[src/rtl/sd_card_pkg.sv]
// Shared types and constants for the card-side SD CMD responder.
package sd_card_pkg;

   typedef enum logic [2:0] {
      IDLE,
      RX,
      CHECK,
      WAIT_RSP,
      TX_WAIT,
      TX
   } sd_state_e;

   // CRC7 generator x^7 + x^3 + 1, implicit x^7 term dropped
   localparam logic [6:0] CRC7_POLY = 7'h09;

   // 48-bit CMD frame layout, bit 47 is sent first
   localparam int FRAME_W   = 48;
   localparam int START_POS = 47;
   localparam int TRANS_POS = 46;
   localparam int INDEX_LSB = 40;
   localparam int INDEX_W   = 6;
   localparam int ARG_LSB   = 8;
   localparam int ARG_W     = 32;
   localparam int CRC_LSB   = 1;
   localparam int CRC_W     = 7;
   localparam int END_POS   = 0;

   // One serial CRC7 step: shift in one message bit MSB first
   function automatic logic [6:0] crc7_step(input logic [6:0] crc, input logic data);
      logic fb;
      fb = data ^ crc[6];
      return {crc[5:0], 1'b0} ^ (fb ? CRC7_POLY : 7'h00);
   endfunction

endpackage

[src/rtl/sd_crc7_serial.sv]
// Bit-serial CRC7 accumulator; clear and enable together restart from a
// zero remainder with the first bit already absorbed.
module sd_crc7_serial
   import sd_card_pkg::*;
(
   input  logic       clk_i,
   input  logic       rst_ni,
   input  logic       clr_i,
   input  logic       en_i,
   input  logic       bit_i,
   output logic [6:0] crc_o
);

   logic [6:0] base;

   assign base = clr_i ? 7'h00 : crc_o;

   // Remainder register: clear, absorb one bit, or hold
   always_ff @(posedge clk_i or negedge rst_ni) begin
      if (!rst_ni) begin
         crc_o <= 7'h00;
      end else if (en_i) begin
         crc_o <= crc7_step(base, bit_i);
      end else if (clr_i) begin
         crc_o <= 7'h00;
      end
   end

endmodule

[src/rtl/sd_cmd_responder.sv]
// Card-side CMD line endpoint: receives host commands, validates framing and
// CRC7, hands index/argument to card logic and serialises its response.
//
// Response handshake: a response transfers on a clk_i edge where both
// rsp_valid_i and rsp_ready_o are high; rsp_ready_o is high only while
// waiting for the card logic, and rsp_valid_i is ignored at all other times.
module sd_cmd_responder
   import sd_card_pkg::*;
#(
   parameter int NcrCycles  = 2,
   parameter int RspTimeout = 64
) (
   input  logic        clk_i,
   input  logic        rst_ni,
   input  logic        clk_en_p_i,
   input  logic        clk_en_n_i,
   input  logic        cmd_i,
   output logic        cmd_o,
   output logic        cmd_en_o,
   output logic        cmd_valid_o,
   output logic [5:0]  cmd_index_o,
   output logic [31:0] cmd_arg_o,
   output logic        cmd_err_o,
   input  logic        rsp_valid_i,
   output logic        rsp_ready_o,
   input  logic        rsp_none_i,
   input  logic [5:0]  rsp_index_i,
   input  logic [31:0] rsp_arg_i,
   input  logic        rsp_crc_en_i,
   output logic        busy_o,
   output sd_state_e   state_o
);

   localparam int NcrMax = (RspTimeout > NcrCycles) ? RspTimeout : NcrCycles;
   localparam int NcrW   = $clog2(NcrMax + 1);

   sd_state_e          state, state_next;
   logic [FRAME_W-1:0] shreg;
   logic [5:0]         bit_cnt;
   logic [NcrW-1:0]    ncr_cnt;
   logic               crc_en_lat;

   logic               crc_clr, crc_en, crc_bit;
   logic [6:0]         crc_out;
   logic               frame_ok, handshake, tx_start;
   logic [5:0]         tx_idx;
   logic               tx_bit;

   sd_crc7_serial u_crc (
      .clk_i  (clk_i),
      .rst_ni (rst_ni),
      .clr_i  (crc_clr),
      .en_i   (crc_en),
      .bit_i  (crc_bit),
      .crc_o  (crc_out)
   );

   assign rsp_ready_o = (state == WAIT_RSP);
   assign busy_o      = (state != IDLE);
   assign state_o     = state;
   assign handshake   = rsp_valid_i & rsp_ready_o;
   assign frame_ok    = shreg[TRANS_POS] & shreg[END_POS] &
                        (shreg[CRC_LSB +: CRC_W] == crc_out);

   // State register
   always_ff @(posedge clk_i or negedge rst_ni) begin
      if (!rst_ni) state <= IDLE;
      else         state <= state_next;
   end

   // Next state, CRC feed, and the next bit to drive while transmitting
   always_comb begin
      state_next = state;
      crc_clr    = 1'b0;
      crc_en     = 1'b0;
      crc_bit    = 1'b0;
      tx_start   = 1'b0;
      tx_idx     = bit_cnt - 6'd1;
      tx_bit     = 1'b1;
      if (tx_idx >= 6'(ARG_LSB) && tx_idx < 6'(FRAME_W)) begin
         tx_bit = shreg[tx_idx];
      end else if (tx_idx >= 6'(CRC_LSB) && tx_idx < 6'(ARG_LSB)) begin
         tx_bit = crc_en_lat ? crc_out[3'(tx_idx - 6'd1)] : 1'b1;
      end else if (tx_idx == 6'(END_POS)) begin
         tx_bit = shreg[END_POS];
      end
      case (state)
         IDLE: begin
            if (clk_en_p_i && !cmd_i) begin
               state_next = RX;
               crc_clr    = 1'b1;
               crc_en     = 1'b1;
               crc_bit    = cmd_i;
            end
         end
         RX: begin
            if (clk_en_p_i) begin
               // bit_cnt bits already taken; CRC covers frame bits 47..8
               crc_en  = (bit_cnt < 6'(FRAME_W - ARG_LSB));
               crc_bit = cmd_i;
               if (bit_cnt == 6'(FRAME_W - 1)) state_next = CHECK;
            end
         end
         CHECK: begin
            state_next = frame_ok ? WAIT_RSP : IDLE;
         end
         WAIT_RSP: begin
            if (handshake) begin
               state_next = rsp_none_i ? IDLE : TX_WAIT;
               crc_clr    = ~rsp_none_i;
            end else if (ncr_cnt == NcrW'(RspTimeout)) begin
               state_next = IDLE;
            end
         end
         TX_WAIT: begin
            if (clk_en_n_i && ncr_cnt >= NcrW'(NcrCycles)) begin
               state_next = TX;
               tx_start   = 1'b1;
               crc_en     = 1'b1;
               crc_bit    = shreg[START_POS];
            end
         end
         TX: begin
            if (clk_en_n_i) begin
               if (bit_cnt == 6'd0) begin
                  state_next = IDLE;
               end else if (tx_idx >= 6'(ARG_LSB)) begin
                  crc_en  = 1'b1;
                  crc_bit = tx_bit;
               end
            end
         end
         default: state_next = IDLE;
      endcase
   end

   // Shift register, counters, received fields and CMD line drive
   always_ff @(posedge clk_i or negedge rst_ni) begin
      if (!rst_ni) begin
         shreg       <= '0;
         bit_cnt     <= '0;
         ncr_cnt     <= '0;
         crc_en_lat  <= 1'b0;
         cmd_o       <= 1'b1;
         cmd_en_o    <= 1'b0;
         cmd_valid_o <= 1'b0;
         cmd_err_o   <= 1'b0;
         cmd_index_o <= '0;
         cmd_arg_o   <= '0;
      end else begin
         cmd_valid_o <= 1'b0;
         cmd_err_o   <= 1'b0;
         case (state)
            IDLE: begin
               if (clk_en_p_i && !cmd_i) begin
                  shreg   <= {shreg[FRAME_W-2:0], cmd_i};
                  bit_cnt <= 6'd1;
               end
            end
            RX: begin
               if (clk_en_p_i) begin
                  shreg   <= {shreg[FRAME_W-2:0], cmd_i};
                  bit_cnt <= bit_cnt + 6'd1;
               end
            end
            CHECK: begin
               if (frame_ok) begin
                  cmd_index_o <= shreg[INDEX_LSB +: INDEX_W];
                  cmd_arg_o   <= shreg[ARG_LSB +: ARG_W];
                  cmd_valid_o <= 1'b1;
                  ncr_cnt     <= '0;
               end else begin
                  cmd_err_o <= 1'b1;
               end
            end
            WAIT_RSP: begin
               if (clk_en_p_i && ncr_cnt < NcrW'(RspTimeout)) ncr_cnt <= ncr_cnt + 1'b1;
               if (handshake && !rsp_none_i) begin
                  // CRC field bits stored here are not driven; TX substitutes CRC or 7F
                  shreg      <= {1'b0, 1'b0, rsp_index_i, rsp_arg_i, 7'h7F, 1'b1};
                  crc_en_lat <= rsp_crc_en_i;
               end
            end
            TX_WAIT: begin
               if (clk_en_p_i && ncr_cnt < NcrW'(NcrCycles)) ncr_cnt <= ncr_cnt + 1'b1;
               if (tx_start) begin
                  cmd_en_o <= 1'b1;
                  cmd_o    <= shreg[START_POS];
                  bit_cnt  <= 6'(START_POS);
               end
            end
            TX: begin
               if (clk_en_n_i) begin
                  if (bit_cnt == 6'd0) begin
                     cmd_en_o <= 1'b0;
                     cmd_o    <= 1'b1;
                  end else begin
                     cmd_o   <= tx_bit;
                     bit_cnt <= tx_idx;
                  end
               end
            end
            default: ;
         endcase
      end
   end

endmodule
[config.mk]
export PLATFORM = sky130hd
export DESIGN_NAME = sd_cmd_responder
export DESIGN_NICKNAME = d
export VERILOG_FILES = /design/src/rtl/sd_card_pkg.sv /design/src/rtl/sd_crc7_serial.sv /design/src/rtl/sd_cmd_responder.sv
export SDC_FILE = /design/constraint.sdc
export NUM_CORES = 1
export LEC_CHECK = 0
export ABC_AREA = 1
export CAP_MARGIN = 20
export CELL_PAD_IN_SITES_DETAIL_PLACEMENT = 1
export CELL_PAD_IN_SITES_GLOBAL_PLACEMENT = 1
export CORE_ASPECT_RATIO = 2
export CORE_MARGIN = 8
export CORE_UTILIZATION = 40
export DETAILED_ROUTE_END_ITERATION = 6
export DONT_BUFFER_PORTS = 1
export PLACE_DENSITY = 0.67
export SETUP_SLACK_MARGIN = 0.5
export SYNTH_ARGS = -nofsm -noshare
export SYNTH_HDL_FRONTEND = slang
export SYNTH_SLANG_ARGS = --single-unit
[constraint.sdc]
create_clock -name clk_i -period 2.8 [get_ports clk_i]
set_clock_uncertainty 0.1 [all_clocks]
set_input_delay 0.56 -clock clk_i [delete_from_list [all_inputs] [get_ports clk_i]]
set_output_delay 0.56 -clock clk_i [all_outputs]
set_load 0.01 [all_outputs]
Word level (Yosys, flattened, before mapping). Cells that the tools add are included.

Register bits after elaboration: 114. Input bits: 46. Output and inout port bits: 47.

$add $sub $neg: 4. Order comparisons: 10. Equal/unequal tests: 21. Mux-type cells: 65. Bitwise gates (word level): 6. Reductions and logical operators: 25.

Operators by type and width (count): $mux 48 (3); $pmux 48 s3 (1); $mux 7 (5); $mux 1 (30); $mux 6 (5); $mux 3 (9); $pmux 6 s4 (1); $pmux 7 s3 (1); $ne 2x2->1 const B (10); $pmux 3 s6 (1); $logic_not 6->1 (2); $lt 6x6->1 const B (2); $reduce_and 4->1 (3); $reduce_bool 3->1 (3); $pmux 1 s4 (2); $add 7x1->7 const B (1); $eq 7x7->1 (1); $eq 7x7->1 const B (1); $ge 7x2->1 const B (1); $logic_and 1x1->1 (7); $lt 6x7->1 const B (1); $lt 7x2->1 const B (1); $lt 7x7->1 const B (1); $reduce_and 7->1 (1); other kinds (29) (38).

Depth between registers and ports, before layout.
Depth after elaboration: 15. Depth in mapped cells: 22. Gate-level depth less buffers: 20.

By module. A second synthesis with hierarchy kept.

Cell total of the unflattened synthesis: 786. Area total of the unflattened synthesis: 6029.5 um^2.

Modules (own cells, without submodules): sd_cmd_responder (instances 1, cells each 751, area each 5684.2 um^2); sd_crc7_serial (instances 1, cells each 35, area each 345.3 um^2).

Least setup slack after synthesis. Ideal clock, no wire load.

Path kind: register -> register. From: reg bit_cnt[0]. To: reg u_crc.crc_o[3]. Library setup time: 0.117 ns. Arrival time: 2.273 ns. Setup slack: 0.310 ns. Cell stages (with the launch flop): 21. Path buffers: 4. Period minus slack after synthesis: 2.490 ns. Cells stage by stage: dfrtp_1 > clkbuf_2 > inv_2 > buf_2 > ha_1 > clkbuf_2 > inv_1 > buf_2 > nand3_1 > nand3_1 > nand3_1 > nand2_1 > nand2_1 > nand2_1 > inv_1 > nand2_1 > nand2_1 > nand3_1 > nand3_1 > nand2_1 > nand2_1.

Word-level cells in the longest chain between the ends: 15. Elaborated cells between the ends (all ways): 32.

Ends and longest elaborated chain: from (decl) (RTL line sd_cmd_responder.sv:39) `logic [5:0] bit_cnt;`; from (signal assigned) (RTL line sd_cmd_responder.sv:163) `bit_cnt <= bit_cnt + 6'd1;`; from (signal assigned) (RTL line sd_cmd_responder.sv:189) `bit_cnt <= 6'(START_POS);`; from (signal assigned) (RTL line sd_cmd_responder.sv:199) `bit_cnt <= tx_idx;`; $sub 6x1->6 (RTL line sd_cmd_responder.sv:78) `tx_idx = bit_cnt - 6'd1;`; $sub 3x1->3 (RTL line sd_cmd_responder.sv:83) `tx_bit = crc_en_lat ? crc_out[3'(tx_idx - 6'd1)] : 1'b1;`; $bmux 1 s3 (RTL line sd_cmd_responder.sv:83); $mux 1 (implied by the code) (RTL line sd_cmd_responder.sv:83); $mux 1 (RTL line sd_cmd_responder.sv:83); $mux 1 (RTL line sd_cmd_responder.sv:82) `end else if (tx_idx >= 6'(CRC_LSB) && tx_idx < 6'(ARG_LSB)) begin`; $mux 1 (RTL line sd_cmd_responder.sv:80) `if (tx_idx >= 6'(ARG_LSB) && tx_idx < 6'(FRAME_W)) begin`; $mux 1 (RTL line sd_cmd_responder.sv:127) `end else if (tx_idx >= 6'(ARG_LSB)) begin`; $mux 1 (RTL line sd_cmd_responder.sv:125) `if (bit_cnt == 6'd0) begin`; $mux 1 (RTL line sd_cmd_responder.sv:124) `if (clk_en_n_i) begin`; $pmux 1 s4 (RTL line sd_cmd_responder.sv:87) `case (state)`; $xor 1x1->1 (RTL line sd_card_pkg.sv:31) `fb = data ^ crc[6];`; $mux 4 (RTL line sd_card_pkg.sv:32) `return {crc[5:0], 1'b0} ^ (fb ? CRC7_POLY : 7'h00);`; $xor 7x7->7 (RTL line sd_card_pkg.sv:32); $mux 7 * (RTL line sd_crc7_serial.sv:22) `end else if (en_i) begin`; to (signal assigned) (RTL line sd_crc7_serial.sv:23) `crc_o <= crc7_step(base, bit_i);`; to (decl) (RTL line sd_crc7_serial.sv:11) `output logic [6:0] crc_o`.

Every way passes the cells marked *; elsewhere a longest branch is shown, timed or not. The select of a mux whose other input is x is not followed. A chain may end at the register's enable or synchronous reset.

Final worst setup path.
From: reg bit_cnt[0]. To: reg state[2], in the netlist state_o[2].

Word-level cells in the longest chain between the ends: 3. Elaborated cells between the ends (all ways): 5.

Ends and longest elaborated chain: $eq 6x6->1 or $logic_not 6->1 (tied branches) (RTL line sd_cmd_responder.sv:101, sd_cmd_responder.sv:125); $ne 2x2->1 (no line); $reduce_and 7->1 (no line) *; to (signal assigned) (RTL line sd_cmd_responder.sv:68) `else state <= state_next;`; to (decl) (RTL line sd_cmd_responder.sv:37) `sd_state_e state, state_next;`.

Every way passes the cells marked *; elsewhere a longest branch is shown, timed or not.

==> metrics <==
core area=15100 sq um; share of cells above drive strength 1=0.225; sequential fraction of the synthesis area=0.469; Worst-path clk slew=0.06 ns; Worst setup endpoint=state_o[2]$_DFFE_PN0P_; first-pass GRT wire length=31000 um; Die Height=190 um; RSZ-0062 raised after global routing=yes; worst r2r path cells=9; CP startpoint=bit_cnt[0]$_DFFE_PN0P_; hold slack=-0.263 ns; Sequential Area=2860 sq um; Nets=846; Yosys cell types=37; CTS tree=yes; Ant. Diodes=0; grt total ovfl=0; Fillers=1744; antenna-violating nets left=0; fmax=426 MHz; CP bufs+invs=1; via count=5443; Pleak=0.00362 uW; vias per cell=5.44; htree depth=4; fin crit period=2.35 ns; Critical Path AT=2.53 ns; family with the most delay on the worst path=simple AND/OR/NAND/NOR gates; width of the chip=103 um; Net Switching=4530 uW; # rows=64; critical path required time=2.98 ns; cell-internal power=5850 uW; initial antenna violation count=0; final max-slew violation count=0; IO Count=93; drt pass-1 iters=4; top cells by area, synth=dfrtp_1, nand2_1, inv_1; crit path max fanout=25; Initial Util=0.402; async set-or-reset flop fraction in the synthesized netlist=1.00; final HPWL from detailed placement=12100 um; post-synth design cell area=6090 sq um; VDD IR max=0.583 mV; Post-Syn Area per Cell=8.06 sq um; GRT Total Usage=0.205; top-count cell post-synth=nand2_1; Critical Path Source Type=flip-flop; final core utilization=0.504; reg2reg setup slack=0.45 ns; status=finished with violations; period utilization=0.839; vias in the first global route=5707; synth warn=0; Synth area leader=dfrtp_1; Synth Register Bits=114; critical path's slowest cell=dfrtp_2; Multi-input gate area=2820 sq um; Root Driver=clkbuf_16; Synth top cells by count=nand2_1, dfrtp_1, inv_1; TritonCTS Buffers=17; WL final=20500 um; Main synth FF type=dfrtp_1; CTS Buffer Depth=2; max incr delay on CP=0.43 ns; clock share of power=0.211; DR WL/cell=20.4 um; CP Capture Type=flip-flop; Area growth, synth to finish=25.4%; die area=19700 sq um; kind of critical path=flip-flop to flip-flop; Gate Count Post-Synth=755; PD cells=1360 nW/um^2; PnR worst setup slack=0.451 ns; TNS Setup=0 ns; Final Hold Fails=114; Logic pwr share=0.554; sequential power share=0.235; Synth Net Count=811; critical path depth=9; reg-to-reg startpoint=bit_cnt[0]$_DFFE_PN0P_; largest net degree at the start of global routing=115; DRC viols=0; MaxCap Viol Count=0; Final GP Congestion=0.809; port bufs=0; switching share of power=0.437; EDFF count, synth=0; initial drt markers=191; worst r2r dst=state_o[2]$_DFFE_PN0P_; later-pin clock latency in the skew report=0.42 ns; violated checks=hold timing; Slew HR=0.618; measured slew at the worst slew-check pin=0.573 ns; cells along the critical path=buf_6 > ha_1 > nand2_1 > nor2_1 > a31oi_1 > nor3_1 > nand2_1 > nor3_1 > a21oi_1; pre-CTS WS=-0.0320 ns; final setup vio count=0; Hold WC Path Type=input port to async pin; Synth top area share=0.465; Clock Sink Count=114
## cells in the final DEF (no fill, tap or decap), types with 4 or more instances in the layout
| cell | synthesis | layout |
|---|---|---|
| a21oi_1 | 11 | 9 |
| buf_12 | 0 | 5 |
| buf_16 | 0 | 5 |
| buf_4 | 0 | 27 |
| buf_6 | 4 | 6 |
| clkbuf_16 | 0 | 23 |
| clkinv_4 | 0 | 5 |
| clkinvlp_4 | 0 | 5 |
| dfrtp_1 | 113 | 108 |
| dfrtp_2 | 0 | 5 |
| ha_1 | 10 | 7 |
| inv_1 | 96 | 90 |
| inv_2 | 10 | 9 |
| inv_4 | 0 | 4 |
| inv_6 | 0 | 4 |
| nand2_1 | 190 | 178 |
| nand2_2 | 1 | 10 |
| nand3_1 | 47 | 42 |
| nand3_2 | 0 | 5 |
| nand4_1 | 5 | 5 |
| nor2_1 | 29 | 26 |
| nor2_2 | 4 | 6 |
| nor2_4 | 2 | 4 |
| nor3_1 | 13 | 11 |
| o211ai_1 | 22 | 22 |
| o211ai_2 | 19 | 17 |
| o21ai_0 | 60 | 52 |
| o21ai_1 | 55 | 57 |
| o21ai_2 | 10 | 16 |
## cells by family after synthesis
kind of cell | share of synthesized area
simple gates | 0.207
compound gates | 0.200
buf+inv | 0.0981
flops | 0.469
fa+ha+maj | 0.0206
xor+xnor | 0.00576
## stage by stage
stage               cell area, sq um  hold WS (ns)  std cells  power [uW]
floorplan                       6140         0.164        755        5510
global placement                6220         0.168        923        6240
detailed placement              6220         0.168        923        6350
CTS                             7140        -0.283        975        9310
global route                    7630        -0.286       1001       11100
finish                          7630        -0.263       1001       10400
## area by class of cell
class,instances,area share
timing repair inverter,1,0.000820
tap,198,0.0325
timing repair buffer,50,0.0882
multi-input combinational,500,0.370
clock buffer,18,0.0575
inverter,106,0.0559
clock inverter,14,0.0205
sequential,114,0.375
## sequential cells by signal, indices dropped and copies added, names as in the netlist, 3 cells and up
name and count:
shreg 48, ncr_cnt 7, state_o 3, cmd_arg_o 32
u_crc.crc_o 7, cmd_index_o 6, bit_cnt 6
## worst min path at each step
stage,start,endpoint,slack [ns],cells past startpoint
after global routing,rst_ni,cmd_arg_o[19]$_DFFE_PN0P_,-0.29,0
after global placement,rst_ni,cmd_arg_o[20]$_DFFE_PN0P_,0.17,0
after floorplan,rst_ni,bit_cnt[0]$_DFFE_PN0P_,0.16,0
after detailed placement,rst_ni,cmd_arg_o[19]$_DFFE_PN0P_,0.17,0
final,rst_ni,cmd_arg_o[19]$_DFFE_PN0P_,-0.26,0
after CTS,rst_ni,cmd_arg_o[2]$_DFFE_PN0P_,-0.28,0
## what timing repair did
action                                  in CTS  in global routing
hold endpoints to repair                   114                114
endpoints found under the setup margin      62                 95
pin swaps                                    5                 15
gates cloned                                 5                  8
gates resized for setup                     33                 51
setup buffers                               15                 18
## metal layers
layer,part of all wire,up-vias,global-route usage
met5,0,-,0
met4,0.036,0,0.0886
met3,0.050,37,0.0538
met2,0.52,144,0.339
met1,0.39,2696,0.242
li1,-,2566,-
## power by group through the flow
| stage | registers (uW) | clock network [uW] | logic [uW] |
|---|---|---|---|
| floorplan | 2340 | 0 | 3170 |
| global placement | 2420 | 0 | 3820 |
| detailed placement | 2430 | 0 | 3920 |
| CTS | 2410 | 2220 | 4680 |
| global route | 2490 | 2290 | 6300 |
| finish | 2440 | 2190 | 5750 |
No activity file was read; power rests on OpenSTA's default activity.
